<file path="src/rtl/line_rotation_scheduler.sv">
// line_rotation_scheduler
// Sequences one line-rotation scramble per active video line: fetches a random
// byte from the PRNG on each line start, maps it to a CrYCbY-aligned cut, then
// issues line buffer read addresses from the cut, wrapping at line end.
//
// Ports:
//   clk, reset       system clock, synchronous active-high reset
//   enable_i         1 = rotate, 0 = pass-through (cut forced to 0)
//   line_start_i     1-cycle pulse, line buffer holds a new complete line
//   rand_req_o       request a random byte from the PRNG
//   rand_valid_i     rand_byte_i valid, completes handshake while rand_req_o=1
//   rand_byte_i      raw cut value
//   cut_position_o   registered cut for the current line
//   rd_addr_o        line buffer read address
//   rd_valid_o       rd_addr_o valid
//   rd_ready_i       downstream accepts rd_addr_o this cycle
//   line_done_o      1-cycle pulse after the last address of a line is accepted
//   overrun_o        1-cycle pulse, line_start_i arrived while not idle
module line_rotation_scheduler #(
    parameter int unsigned LINE_SAMPLES = 1440,
    parameter int unsigned ADDR_W       = 11
) (
    input  logic              clk,
    input  logic              reset,
    input  logic              enable_i,
    input  logic              line_start_i,
    output logic              rand_req_o,
    input  logic              rand_valid_i,
    input  logic [7:0]        rand_byte_i,
    output logic [ADDR_W-1:0] cut_position_o,
    output logic [ADDR_W-1:0] rd_addr_o,
    output logic              rd_valid_o,
    input  logic              rd_ready_i,
    output logic              line_done_o,
    output logic              overrun_o
);

    localparam int unsigned INTERP_W = 14;

    localparam logic [1:0] S_IDLE  = 2'd0;
    localparam logic [1:0] S_FETCH = 2'd1;
    localparam logic [1:0] S_READ  = 2'd2;

    logic [1:0]        state_q,     state_d;
    logic              rand_req_q,  rand_req_d;
    logic              rd_valid_q,  rd_valid_d;
    logic              line_done_q, line_done_d;
    logic              overrun_q,   overrun_d;
    logic [ADDR_W-1:0] cut_q,       cut_d;
    logic [ADDR_W-1:0] rd_addr_q,   rd_addr_d;
    logic [ADDR_W-1:0] cnt_q,       cnt_d;

    logic [ADDR_W-1:0] interp_cut;
    logic [ADDR_W-1:0] addr_inc;
    logic [ADDR_W-1:0] addr_next;
    logic              rd_fire;
    logic              last_fire;

    // Cut interpolator: ((byte*11)>>3 + 4)*4 at 14 bits, always a multiple of 4.
    assign interp_cut = ADDR_W'((((INTERP_W'(rand_byte_i) * INTERP_W'(11)) >> 3)
                                 + INTERP_W'(4)) << 2);

    // Read address increment with wrap at line end.
    assign addr_inc  = rd_addr_q + ADDR_W'(1);
    assign addr_next = (addr_inc == ADDR_W'(LINE_SAMPLES)) ? '0 : addr_inc;

    assign rd_fire   = rd_valid_q & rd_ready_i;
    assign last_fire = rd_fire & (cnt_q == ADDR_W'(LINE_SAMPLES - 1));

    // State and output registers.
    always_ff @(posedge clk) begin
        if (reset) begin
            state_q     <= S_IDLE;
            rand_req_q  <= 1'b0;
            rd_valid_q  <= 1'b0;
            line_done_q <= 1'b0;
            overrun_q   <= 1'b0;
            cut_q       <= '0;
            rd_addr_q   <= '0;
            cnt_q       <= '0;
        end else begin
            state_q     <= state_d;
            rand_req_q  <= rand_req_d;
            rd_valid_q  <= rd_valid_d;
            line_done_q <= line_done_d;
            overrun_q   <= overrun_d;
            cut_q       <= cut_d;
            rd_addr_q   <= rd_addr_d;
            cnt_q       <= cnt_d;
        end
    end

    // Next-state and next-output logic.
    always_comb begin
        state_d     = state_q;
        rand_req_d  = rand_req_q;
        rd_valid_d  = rd_valid_q;
        line_done_d = 1'b0;
        overrun_d   = 1'b0;
        cut_d       = cut_q;
        rd_addr_d   = rd_addr_q;
        cnt_d       = cnt_q;

        case (state_q)
            S_IDLE: begin
            end
            S_FETCH: begin
                if (rand_req_q && rand_valid_i) begin
                    cut_d      = interp_cut;
                    rd_addr_d  = interp_cut;
                    cnt_d      = '0;
                    rand_req_d = 1'b0;
                    rd_valid_d = 1'b1;
                    state_d    = S_READ;
                end
            end
            S_READ: begin
                if (rd_fire) begin
                    rd_addr_d = addr_next;
                    cnt_d     = cnt_q + ADDR_W'(1);
                    if (last_fire) begin
                        rd_valid_d  = 1'b0;
                        line_done_d = 1'b1;
                        state_d     = S_IDLE;
                    end
                end
            end
            default: begin
                state_d    = S_IDLE;
                rand_req_d = 1'b0;
                rd_valid_d = 1'b0;
            end
        endcase

        // A line start (re)launches a line from any state; only a start that
        // lands on the final handshake of the previous line is not an overrun.
        if (line_start_i) begin
            overrun_d = (state_q != S_IDLE) && !last_fire;
            cnt_d     = '0;
            if (enable_i) begin
                // A byte consumed by the FETCH branch above is discarded here.
                cut_d      = cut_q;
                rd_addr_d  = rd_addr_q;
                rand_req_d = 1'b1;
                rd_valid_d = 1'b0;
                state_d    = S_FETCH;
            end else begin
                cut_d      = '0;
                rd_addr_d  = '0;
                rand_req_d = 1'b0;
                rd_valid_d = 1'b1;
                state_d    = S_READ;
            end
        end
    end

    assign rand_req_o     = rand_req_q;
    assign rd_valid_o     = rd_valid_q;
    assign line_done_o    = line_done_q;
    assign overrun_o      = overrun_q;
    assign cut_position_o = cut_q;
    assign rd_addr_o      = rd_addr_q;

endmodule

</file>
<file path="config.mk">
export PLATFORM = sky130hd
export DESIGN_NAME = line_rotation_scheduler
export DESIGN_NICKNAME = d
export VERILOG_FILES = /design/src/rtl/line_rotation_scheduler.sv
export SDC_FILE = /design/constraint.sdc
export NUM_CORES = 1
export LEC_CHECK = 0
export CORE_MARGIN = 2
export CORE_UTILIZATION = 57
export CTS_BUF_LIST = sky130_fd_sc_hd__clkbuf_8
export CTS_CLUSTER_SIZE = 28
export DETAILED_ROUTE_END_ITERATION = 10
export PLACE_DENSITY = 0.82
export SLEW_MARGIN = 10
export SYNTH_ARGS = -nofsm -noshare
export SYNTH_HDL_FRONTEND = slang
export SYNTH_SLANG_ARGS = --single-unit
export TNS_END_PERCENT = 10
</file>
<file path="constraint.sdc">
create_clock -name clk -period 4.6 [get_ports clk]
set_input_delay 0.92 -clock clk [delete_from_list [all_inputs] [get_ports clk]]
set_output_delay 0.92 -clock clk [all_outputs]
set_load 0.05 [all_outputs]
</file>
# After elaboration in Yosys (flattened, before gate mapping)

Index checks and enable logic that the tools add are counted.

Multipliers: 1
Add/subtract/negate cells: 3
Bitwise logic cells: 5
Mux-type cells: 28
Reduce and logical (&&, ||, !) cells: 18
Eq/ne operators: 12

Operators with widths:

| operator                | count |
|---|---|
| $mux W11                | 9 |
| $pmux W11 S2            | 2 |
| $add A11 B1 Y11 const B | 2 |
| $eq A11 B11 Y1 const B  | 2 |
| $mul A8 B4 Y12 const B  | 1 |
| $mux W2                 | 5 |
| $add A9 B3 Y9 const B   | 1 |
| $mux W1                 | 9 |
| $ne A3 B3 Y1 const B    | 3 |
| $ne A2 B2 Y1 const B    | 4 |
| $reduce_and A4 Y1       | 2 |
| $reduce_bool A2 Y1      | 4 |
| $pmux W2 S3             | 1 |
| $reduce_and A3 Y1       | 2 |
| $reduce_or A2 Y1        | 3 |
| $not A1 Y1              | 3 |
| $pmux W1 S3             | 1 |
| $reduce_bool A3 Y1      | 1 |
| $reduce_or A3 Y1        | 1 |
| $and A1 B1 Y1           | 2 |
| $eq A2 B1 Y1 const B    | 1 |
| $eq A2 B2 Y1 const B    | 1 |
| $logic_and A1 B1 Y1     | 2 |
| $logic_not A2 Y1        | 1 |
| 4 further kinds         | 4 |

Input bits: 14
Word-level logic and storage cells: 75
Bits in registers: 39
Output and inout bits: 26

# Longest topological paths before layout

Depth after elaboration: 6
Mapped depth: 13
Depth with buffers taken out: 13

# Worst setup path after synthesis

Ideal clock, no wire load.

Kind: input to register
Start: input rand_byte_i[1]
End: register rd_addr_q[5], in the netlist rd_addr_o[5]
Setup slack: 852 ps
Stages: 12
Arrival time: 3689 ps
Library setup time: 59 ps
Path buffers: 0
Required time: 4541 ps
Cell sequence: ha_1 -> fa_1 -> ha_1 -> nor2b_2 -> o21a_1 -> or3_1 -> and2_1 -> ha_1 -> nor2_1 -> or3_1 -> o22ai_1 -> a22o_1

Word-level cells in the longest chain between the ends: 5

RTL lines:

| what                   | line | text |
|---|---|---|
| start: declaration     | 29   | `input logic [7:0] rand_byte_i,` |
| $mul A8 B4 Y12         | 60   | `assign interp_cut = ADDR_W'((((INTERP_W'(rand_byte_i) * INTERP_W'(11)) >> 3)` |
| $add A9 B3 Y9          | 61   | `+ INTERP_W'(4)) << 2);` |
| $mux W11               | 108  | `if (rand_req_q && rand_valid_i) begin` |
| $pmux W11 S2           | 104  | `case (state_q)` |
| $mux W11               | 137  | `if (line_start_i) begin` |
| end signal: assignment | 88   | `rd_addr_q <= rd_addr_d;` |
| end: declaration       | 50   | `logic [ADDR_W-1:0] rd_addr_q, rd_addr_d;` |

Every way passes these cells. The select of a mux whose other input is x is not followed.
A chain may end at the register's enable or synchronous reset.

# Worst setup path in the final report

Start: input rand_byte_i[3]
End: register rd_addr_q[10], in the netlist rd_addr_o[10]

Same word-level chain as after synthesis.

==> run summary <==
The post-layout instance count excluding filler cells came out at 423. The share of flip-flops with an asynchronous set or reset came out at 0. The count of distinct cell types in the synthesized netlist came out at 64.

Wires add up to about 6200 um. The commonest cells after synthesis are 36 x sky130_fd_sc_hd__dfxtp_1, 36 x sky130_fd_sc_hd__nor2_1, 30 x sky130_fd_sc_hd__nand2_1. In the final layout, the share of cells above drive strength 1 is 0.0732. The number of cells after detailed placement is 415. The count of flip-flops with a built-in enable after synthesis is 0. The number of buffers inserted for hold repair after clock tree synthesis is 0. By area the synthesized netlist is led by sky130_fd_sc_hd__dfxtp_1 27%, sky130_fd_sc_hd__ha_1 9.7%, sky130_fd_sc_hd__nor2_1 5.0%. Static timing analysis puts the maximum clock frequency at 0.238 GHz. The path category of the worst min-delay check is register to register. The core region is roughly 4600 sq um. At the pin with the least slew margin, the transition time is 0.722 ns. The combined area of all synthesized cells is about 2700 sq um.

The clock net sink count is 36. The detail route stage leaves a number of antenna-violating nets equal to 0. The die extent in y came out at 72.8 um. The TritonCTS buffer count came out at 5. Among all flip-flop cells after synthesis, the most frequent one is sky130_fd_sc_hd__dfxtp_1. The highest net fanout along the worst path is 5. The number of hold-slack violations in the final timing report came out at 0.

The root buffer cell chosen for the clock tree is sky130_fd_sc_hd__clkbuf_8. The detailed router's first-iteration violation count came out at 189. The design area is 3210 sq um. The largest net degree at the start of global routing came out at 20. The die area is 5300 sq um.

The estimated wirelength of the detail-placed design is about 4800 um. Dividing the synthesized area by the synthesized cell count gives 8.11 sq um. The count of buffers inserted at the top-level ports is 37.

The detailed-route DRC error count is 0. The share of synthesized area in the top cell type comes to 0.267. The sequential area share after synthesis is 0.267. Yosys printed 0 warnings.

The setup total negative slack came out at 0 ns. After detailed routing, the number of vias per cell comes to around 6. The iteration count of the initial detailed-routing pass came out at 4. From left edge to right edge, the die measures between 70 and 80 um. The number of global-route vias before repair came to 2273.

The total number of vias came out at 2516. The row count is 25. The count of pins over their slew limit is 0. The setup path with the least slack is of type input port to register. The endpoint arrival time on the critical path came out at roughly 4.4 ns. The smallest clock period supported by the final layout is computed as between 4 and 5 ns.

The routed wire length per instance is roughly 15 um. The clock tree from TritonCTS is done. Setup repair after global routing left no endpoint under its margin. The run finished with clean final reports. The final clock period utilization by the worst path came out at 0.913.

The worst setup path is captured at a register. The global-route wire length before repair came out at 10500 um. STA classifies the critical path startpoint as an input port.

The total power draw came out at 0.996 mW. Across all setup checks in the final design, the least slack found is 0.399 ns. For this run, the total global-route usage over all layers was measured as 0.248. The utilization after layout came out at 0.694.

The clock-pin transition on the worst setup and hold timing paths is roughly 0.070 ns. The final number of setup-violating endpoints came out at 0. The largest area contributor in the netlist is sky130_fd_sc_hd__dfxtp_1. The gate count of the mapped netlist came out at 333. The deepest level of the CTS H-tree is 2. The worst slew margin relative to its limit is 0.517. The endpoint required time on the critical path came out at 4.75 ns. The leakage power of the design is 1.30 nW. The max-capacitance violation count came out at 0. The pre-CTS setup slack is 0.106 ns. 0 antenna diodes ended up in the layout. The layout overhead on the synthesized area is 18.9%. The ratio of total power to cell area is 310 nW/um^2. The number of antenna violations at the first check in global routing came to 0. Once placement finished, the instance area stood at around 3100 sq um.

In this run, synthesis produced a sequential element count of 36. For the final database, setup skew stands at 0.0106 ns. The global placer's final weighted congestion came out at 0.881. For this run the aggregate overflow at the end of global routing stands at 0. The clock insertion delay at the later pin of the skew report came out at 0.30 ns.

The post-cts repair resize count is 0. The maximum vdd ir drop is 172 uV. The effective utilization at floorplan is 0.583. The worst hold margin came out at 0.462 ns.

The worst-case clock buffer depth is 2. Buffers added to address setup during post-CTS repair amount to 0. At the end of the flow, the number of nets in the layout was around 410. The I/O pin count came out at 40.
## path summary, 6_finish.rpt
path	depth (start not counted)	startpoint	slack, ns	end
min reg2reg	1	cut_position_o[8]$_SDFFE_PP0P_	0.46	cut_position_o[8]$_SDFFE_PP0P_
max	13	rand_byte_i[3]	0.40	rd_addr_o[10]$_SDFFE_PP0P_
min	1	cut_position_o[8]$_SDFFE_PP0P_	0.46	cut_position_o[8]$_SDFFE_PP0P_
max reg2reg	7	rd_addr_o[3]$_SDFFE_PP0P_	2.40	rd_addr_o[8]$_SDFFE_PP0P_
## registers in the layout, summed over array words and instances, names as in the netlist
register and count:
state_q 2, cut_position_o 9, rd_addr_o 11, line_done_o 1, overrun_o 1, rand_req_o 1
cnt_q 11
## critical path, cell delays in order
cell	delay, ns
sky130_fd_sc_hd__clkdlybuf4s50_1	0.54
sky130_fd_sc_hd__ha_1	0.27
sky130_fd_sc_hd__fa_1	0.46
sky130_fd_sc_hd__ha_1	0.38
sky130_fd_sc_hd__nor2b_2	0.19
sky130_fd_sc_hd__o21a_1	0.18
sky130_fd_sc_hd__or3_1	0.34
sky130_fd_sc_hd__and2_1	0.18
sky130_fd_sc_hd__ha_1	0.22
sky130_fd_sc_hd__nand4b_1	0.15
sky130_fd_sc_hd__nor3_1	0.07
sky130_fd_sc_hd__xnor2_1	0.35
sky130_fd_sc_hd__a221oi_2	0.10
## layout make-up
class | instances | area (sq um)
multi-input cells | 263 | 1840
repair buffers | 39 | 385
well taps | 54 | 67.6
clock buffers | 5 | 68.8
clock inverters | 3 | 38.8
flip-flops and latches | 36 | 721
fillers | 385 | 1420
inverters | 23 | 86.3
## cell usage in the layout, fill, tap and decap left out, types with 4 or more instances in the layout
| cell type | instances |
|---|---|
| sky130_fd_sc_hd__o21ai_0 | 12 |
| sky130_fd_sc_hd__xor2_1 | 6 |
| sky130_fd_sc_hd__nand2_1 | 30 |
| sky130_fd_sc_hd__a21o_1 | 6 |
| sky130_fd_sc_hd__nor2_1 | 36 |
| sky130_fd_sc_hd__nor3_1 | 9 |
| sky130_fd_sc_hd__dfxtp_1 | 36 |
| sky130_fd_sc_hd__clkbuf_8 | 5 |
| sky130_fd_sc_hd__or3_1 | 5 |
| sky130_fd_sc_hd__and3_1 | 7 |
| sky130_fd_sc_hd__and2_1 | 6 |
| sky130_fd_sc_hd__fa_1 | 5 |
| sky130_fd_sc_hd__nand4_1 | 4 |
| sky130_fd_sc_hd__nand3_1 | 11 |
| sky130_fd_sc_hd__clkdlybuf4s50_1 | 37 |
| sky130_fd_sc_hd__a21oi_1 | 25 |
| sky130_fd_sc_hd__a211oi_1 | 6 |
| sky130_fd_sc_hd__ha_1 | 21 |
| sky130_fd_sc_hd__o21ai_1 | 4 |
| sky130_fd_sc_hd__inv_1 | 24 |
| sky130_fd_sc_hd__xnor2_1 | 7 |
## layer usage
metal  vias up  wire [um]  global-route usage
met5         -          0                   0
met4         0         67              0.0761
met3         7        287              0.0414
met2        81       2980               0.397
met1      1163       2860               0.343
li1       1265          -                   -
## power breakdown
group	total (mW)	internal, mW	switching (mW)
sequential	0.337	0.321	0.0160
combinational	0.383	0.158	0.224
clock	0.277	0.159	0.118
total	0.996	0.638	0.358
## cell families (layout without fill, tap and decap cells)
group | Yosys count | count (layout) | share of synthesized area
flip-flops | 36 | 36 | 0.267
AND/OR/NAND/NOR | 134 | 134 | 0.260
adder cells (fa/ha/maj) | 26 | 26 | 0.134
buffers and inverters | 35 | 70 | 0.0519
XOR/XNOR | 13 | 13 | 0.0422
AO/OA/AOI/OAI | 83 | 83 | 0.223
multiplexers | 5 | 5 | 0.0199
other | 1 | 2 | 0.00139
No activity file was read; power rests on OpenSTA's default activity.
